===== src/rtl/mem_access_unit.sv =====
// MEM-stage access unit: EX/MEM request to req/ack data-memory port with stall.
// Optional MEM_ALIGN_CHECK_EN rejects misaligned accesses without a memory request.
module mem_access_unit #(
  parameter int TIMEOUT = 255
) (
  input  logic        clk,
  input  logic        rst,
  input  logic        MemRead_i,
  input  logic        MemWrite_i,
  input  logic [31:0] addr_i,
  input  logic [31:0] wdata_i,
  output logic        mem_req,
  output logic        mem_we,
  output logic [31:0] mem_addr,
  output logic [31:0] mem_wdata,
  input  logic        mem_ack,
  input  logic [31:0] mem_rdata,
  output logic        stall,
  output logic [31:0] rdata_o,
  output logic        done_o,
  output logic        err_o
);

  localparam logic [1:0] IDLE = 2'd0;
  localparam logic [1:0] BUSY = 2'd1;
  localparam logic [1:0] DONE = 2'd2;

  // Counter holds the number of BUSY cycles already spent.
  localparam logic [7:0] CNT_LAST = 8'(TIMEOUT - 1);

  logic [1:0] state;
  logic [7:0] cnt;
  logic       access;
  logic       timeout;
  logic       misalign;

  assign access  = MemRead_i | MemWrite_i;
  assign stall   = access & (state != DONE);
  assign timeout = (cnt == CNT_LAST);

`ifdef MEM_ALIGN_CHECK_EN
  assign misalign = (addr_i[1:0] != 2'b00);
`else
  assign misalign = 1'b0;
`endif

  always_ff @(posedge clk) begin
    if (rst) begin
      state     <= IDLE;
      cnt       <= 8'd0;
      mem_req   <= 1'b0;
      mem_we    <= 1'b0;
      mem_addr  <= 32'd0;
      mem_wdata <= 32'd0;
      rdata_o   <= 32'd0;
      done_o    <= 1'b0;
      err_o     <= 1'b0;
    end else begin
      done_o <= 1'b0;
      err_o  <= 1'b0;
      case (state)
        IDLE: begin
          if (access && misalign) begin
            state  <= DONE;
            done_o <= 1'b1;
            err_o  <= 1'b1;
            if (!MemWrite_i)
              rdata_o <= 32'd0;
          end else if (access) begin
            state     <= BUSY;
            cnt       <= 8'd0;
            mem_req   <= 1'b1;
            mem_we    <= MemWrite_i;
            mem_addr  <= addr_i;
            mem_wdata <= wdata_i;
          end
        end
        BUSY: begin
          cnt <= cnt + 8'd1;
          // An ack arriving on the timeout cycle still completes normally.
          if (mem_ack) begin
            state   <= DONE;
            mem_req <= 1'b0;
            done_o  <= 1'b1;
            if (!mem_we)
              rdata_o <= mem_rdata;
          end else if (timeout) begin
            state   <= DONE;
            mem_req <= 1'b0;
            done_o  <= 1'b1;
            err_o   <= 1'b1;
            rdata_o <= 32'd0;
          end
        end
        DONE: begin
          state <= IDLE;
        end
        default: begin
          state   <= IDLE;
          mem_req <= 1'b0;
        end
      endcase
    end
  end

endmodule


===== config.mk =====
export PLATFORM = sky130hd
export DESIGN_NAME = mem_access_unit
export DESIGN_NICKNAME = d
export VERILOG_FILES = /design/src/rtl/mem_access_unit.sv
export SDC_FILE = /design/constraint.sdc
export NUM_CORES = 1
export LEC_CHECK = 0
export BUFFER_PORTS_ARGS = -buffer_cell sky130_fd_sc_hd__buf_4
export CORE_AREA = 2 2 95 97
export CTS_BUF_LIST = sky130_fd_sc_hd__clkbuf_4 sky130_fd_sc_hd__clkbuf_8
export CTS_CLUSTER_SIZE = 16
export DETAILED_ROUTE_END_ITERATION = 7
export DIE_AREA = 0 0 97 99
export GPL_TIMING_DRIVEN = 0
export PLACE_DENSITY = 0.86
export SKIP_LAST_GASP = 1
export SYNTH_ARGS = -nofsm -noshare
export SYNTH_HDL_FRONTEND = slang
export SYNTH_SLANG_ARGS = --single-unit

===== constraint.sdc =====
create_clock -name clk -period 1.68 [get_ports clk]
set_input_delay 0.168 -clock clk [delete_from_list [all_inputs] [get_ports clk]]
set_output_delay 0.168 -clock clk [all_outputs]
set_load 0.01 [all_outputs]

==> flow_metrics.py <==
metrics = {
    "run_status": {
        "outcome": "completed",
    },
    "final_layout": {
        "drive_above_1_share": 0.379,
        "syn_to_final_growth_pct": 55.0,
        "stdcell_area_um2": 5960,
        "antenna_cells": 0,
        "nets": 760,
    },
    "place": {
        "placed_cell_area_um2": 5480,
        "numPortBuffers": 200,
        "dp.final_hpwl_um": 7900,
        "gp_congestion": 0.813,
        "dp_slack_ps": -171,
    },
    "clocking": {
        "worstSkewPairLatency_ps": 370,
        "root_buffer": "clkbuf_8",
        "cts_buffers": 9,
        "h-tree-depth": 3,
        "clockBufferDepth": 2,
        "clock-sinks": 110,
        "cts_tree": "built",
        "clkTransAtPathRegs_ps": 110,
    },
    "grt": {
        "track_usage": 0.215,
        "grt_pass1_wl_um": 17000,
        "grt_overflow": 0,
        "grt_start_max_net_pins": 19,
        "antenna_found_initial": 0,
        "grt_pass1_vias": 3650,
    },
    "synth": {
        "synth_cells": 428,
        "yosysTopAreaCellShare": 0.572,
        "synth_area_per_cell_um2": 8.99,
        "ys_seq_area_frac": 0.572,
        "synth_nets": 531,
        "yosys-top-cells-count": "nand2_1, dfxtp_1, a21oi_1, a22o_1, clkbuf_1",
        "synth_flop_cell": "dfxtp_1",
        "synth-edff-count": 0,
        "synthMostInstantiatedCell": "nand2_1",
        "synth_seq_cells": 110,
        "ys_warn_count": 0,
        "async_flop_share": 0,
        "synth_top_cell_by_area": "dfxtp_1",
        "yosysUniqueCellTypes": 38,
        "synth_area_um2": 3850,
        "synth_area_leaders": "dfxtp_1, nand2_1, a21oi_1",
    },
    "min_path": {
        "hold_path.class": "in2reg",
    },
    "setup_path": {
        "required_ps": 1960,
        "endpoint_kind": "flip-flop",
        "cpLargestDelayFamily": "compound AO/OA/AOI/OAI gates",
        "start_kind": "flip-flop",
        "critPathMaxStageDelay_ps": 390,
        "cp_slowest_cell": "o41ai_4",
        "crit_buf_inv": 2,
        "critPathArrivalTime_ps": 1940,
        "crit_path_max_fanout": 7,
        "crit_chain": "inv_4 -> ha_4 -> nand2_2 -> o41ai_4 -> a21oi_4 -> buf_4 -> a22o_1",
        "crit_type": "reg2reg",
    },
    "sta": {
        "grt_setup_unrepaired": "yes",
        "post-route-period-util": 0.992,
        "finClkSkew_ps": 13.4,
        "hold_viol_final": 0,
        "max_slew.worst_pin.slew_ps": 536,
        "setup_slack_ps": 12.7,
        "max-slew-margin-rel": 0.642,
        "maxSlewViolCount": 0,
        "fmax_mhz": 600,
        "finalCriticalPeriod_ps": 1670,
        "setup_viol": 0,
    },
    "drt": {
        "drt-initial-drc-count": 142,
        "avgRoutedWirePerCell_um": 14.4,
        "vias": 3850,
        "dr.pass1.iters": 4,
        "viasPerCell": 5.00,
        "ant_nets": 0,
        "drc": 0,
        "wirelength_um": 11100,
    },
    "floorplan": {
        "start_util": 0.450,
        "die_x_um": 97,
        "io_pins": 202,
        "num_rows": 34,
        "fp.dieArea_um2": 9600,
        "core-area_um2": 8550,
        "dieHeight_um": 99,
    },
    "flow_run": {
        "maxCapViolCount": 0,
    },
    "power_and_ir_drop": {
        "leakage_nw": 2.75,
        "vdd_drop_max_mv": 0.606,
        "power.total_mw": 5.89,
        "p_per_area_nw_per_um2": 988,
    },
}
## repair_timing
action / CTS / global route
resized for setup: 2 / 20
gates cloned: 0 / 2
hold buffers: 3 / 12
endpoints found under the hold margin: 3 / 12
endpoints found under the setup margin: 69 / 61
pin swaps: 0 / 2
setup buffers: 0 / 1
## cell type report
class	instances	area, um2
clock inverters	6	116
repair buffers	218	1680
plain buffers	30	149
clock buffers	10	138
multi-input cells	285	1530
fillers	647	2590
inverters	3	13.8
well taps	108	135
flip-flops and latches	110	2210
## sequential cells by signal (all words and copies together), names as in the netlist
signal / flops
mem_req: 1
rdata_o: 32
err_o: 1
done_o: 1
mem_wdata: 32
state: 2
cnt: 8
mem_addr: 32
mem_we: 1
## layout by cell type, fill, tap and decap left out, types with 2 or more instances in the layout
| master | n |
|---|---|
| nand2b_1 | 2 |
| buf_6 | 4 |
| nand2_1 | 131 |
| dfxtp_1 | 106 |
| buf_4 | 202 |
| a22o_2 | 2 |
| dlygate4sd3_1 | 15 |
| clkinv_4 | 2 |
| nor3_1 | 6 |
| dfxtp_2 | 3 |
| a22o_1 | 30 |
| a31oi_1 | 2 |
| inv_1 | 2 |
| a21oi_1 | 71 |
| buf_1 | 2 |
| bufinv_16 | 3 |
| clkbuf_8 | 10 |
| nand3_1 | 2 |
| clkbuf_1 | 14 |
| a211oi_1 | 2 |
| or3_1 | 2 |
| nor2_1 | 11 |
| buf_2 | 9 |
| clkbuf_2 | 2 |
## worst register-to-register path: cells and delay by family (launching register included)
family,cells,cell delay [ps]
AND/OR/NAND/NOR,1,70
buffers and inverters,2,250
AO/OA/AOI/OAI,3,730
adder cells (fa/ha/maj),1,130
flip-flops,1,380
## stage by stage
| step | cells | utilization | setup TNS [ps] | hold WS (ps) |
|---|---|---|---|---|
| global route | 770 | 0.698 | -222 | 0.786 |
| finish | 770 | 0.698 | 0 | 11.2 |
| global placement | 736 | 0.641 | -3020 | 385 |
| detailed placement | 736 | 0.641 | -4520 | 389 |
| floorplan | 428 | - | 0 | 301 |
| CTS | 755 | 0.676 | 0 | 1.73 |
## routing by layer
metal / global-route usage / share of wire / vias to the layer above
li1: - / - / 1908
met1: 0.252 / 0.40 / 1773
met2: 0.374 / 0.51 / 150
met3: 0.0702 / 0.072 / 19
met4: 0.0726 / 0.018 / 0
met5: 0 / 0 / -
## path summary, 6_finish.rpt
check,from,cells after the start,endpoint,slack (ps)
worst max-delay path,cnt[0]$_SDFFE_PP0P_,7,rdata_o[8]$_SDFFE_PP0P_,10
worst min-delay path,mem_rdata[12],2,rdata_o[12]$_SDFFE_PP0P_,10
worst max register to register,cnt[0]$_SDFFE_PP0P_,7,rdata_o[8]$_SDFFE_PP0P_,10
worst min register to register,mem_addr[18]$_SDFFE_PP0P_,2,mem_addr[18]$_SDFFE_PP0P_,460
## report_power, final
group / switching, mW / leakage [nW] / total (mW) / internal, mW
logic: 0.524 / 1.72 / 1.07 / 0.543
clock network: 0.909 / 0.127 / 1.95 / 1.04
registers: 0.0979 / 0.904 / 2.88 / 2.78
## cells by family (layout without fill, tap and decap cells)
logic type / count (synthesis) / after routing / share of synthesized area
AND/OR/NAND/NOR: 165 / 165 / 0.179
AO/OA/AOI/OAI: 117 / 117 / 0.198
flip-flops: 110 / 110 / 0.572
buffers and inverters: 33 / 267 / 0.0410
adder cells (fa/ha/maj): 2 / 2 / 0.00650
multiplexers: 1 / 1 / 0.00293
No activity file was read; power rests on OpenSTA's default activity.
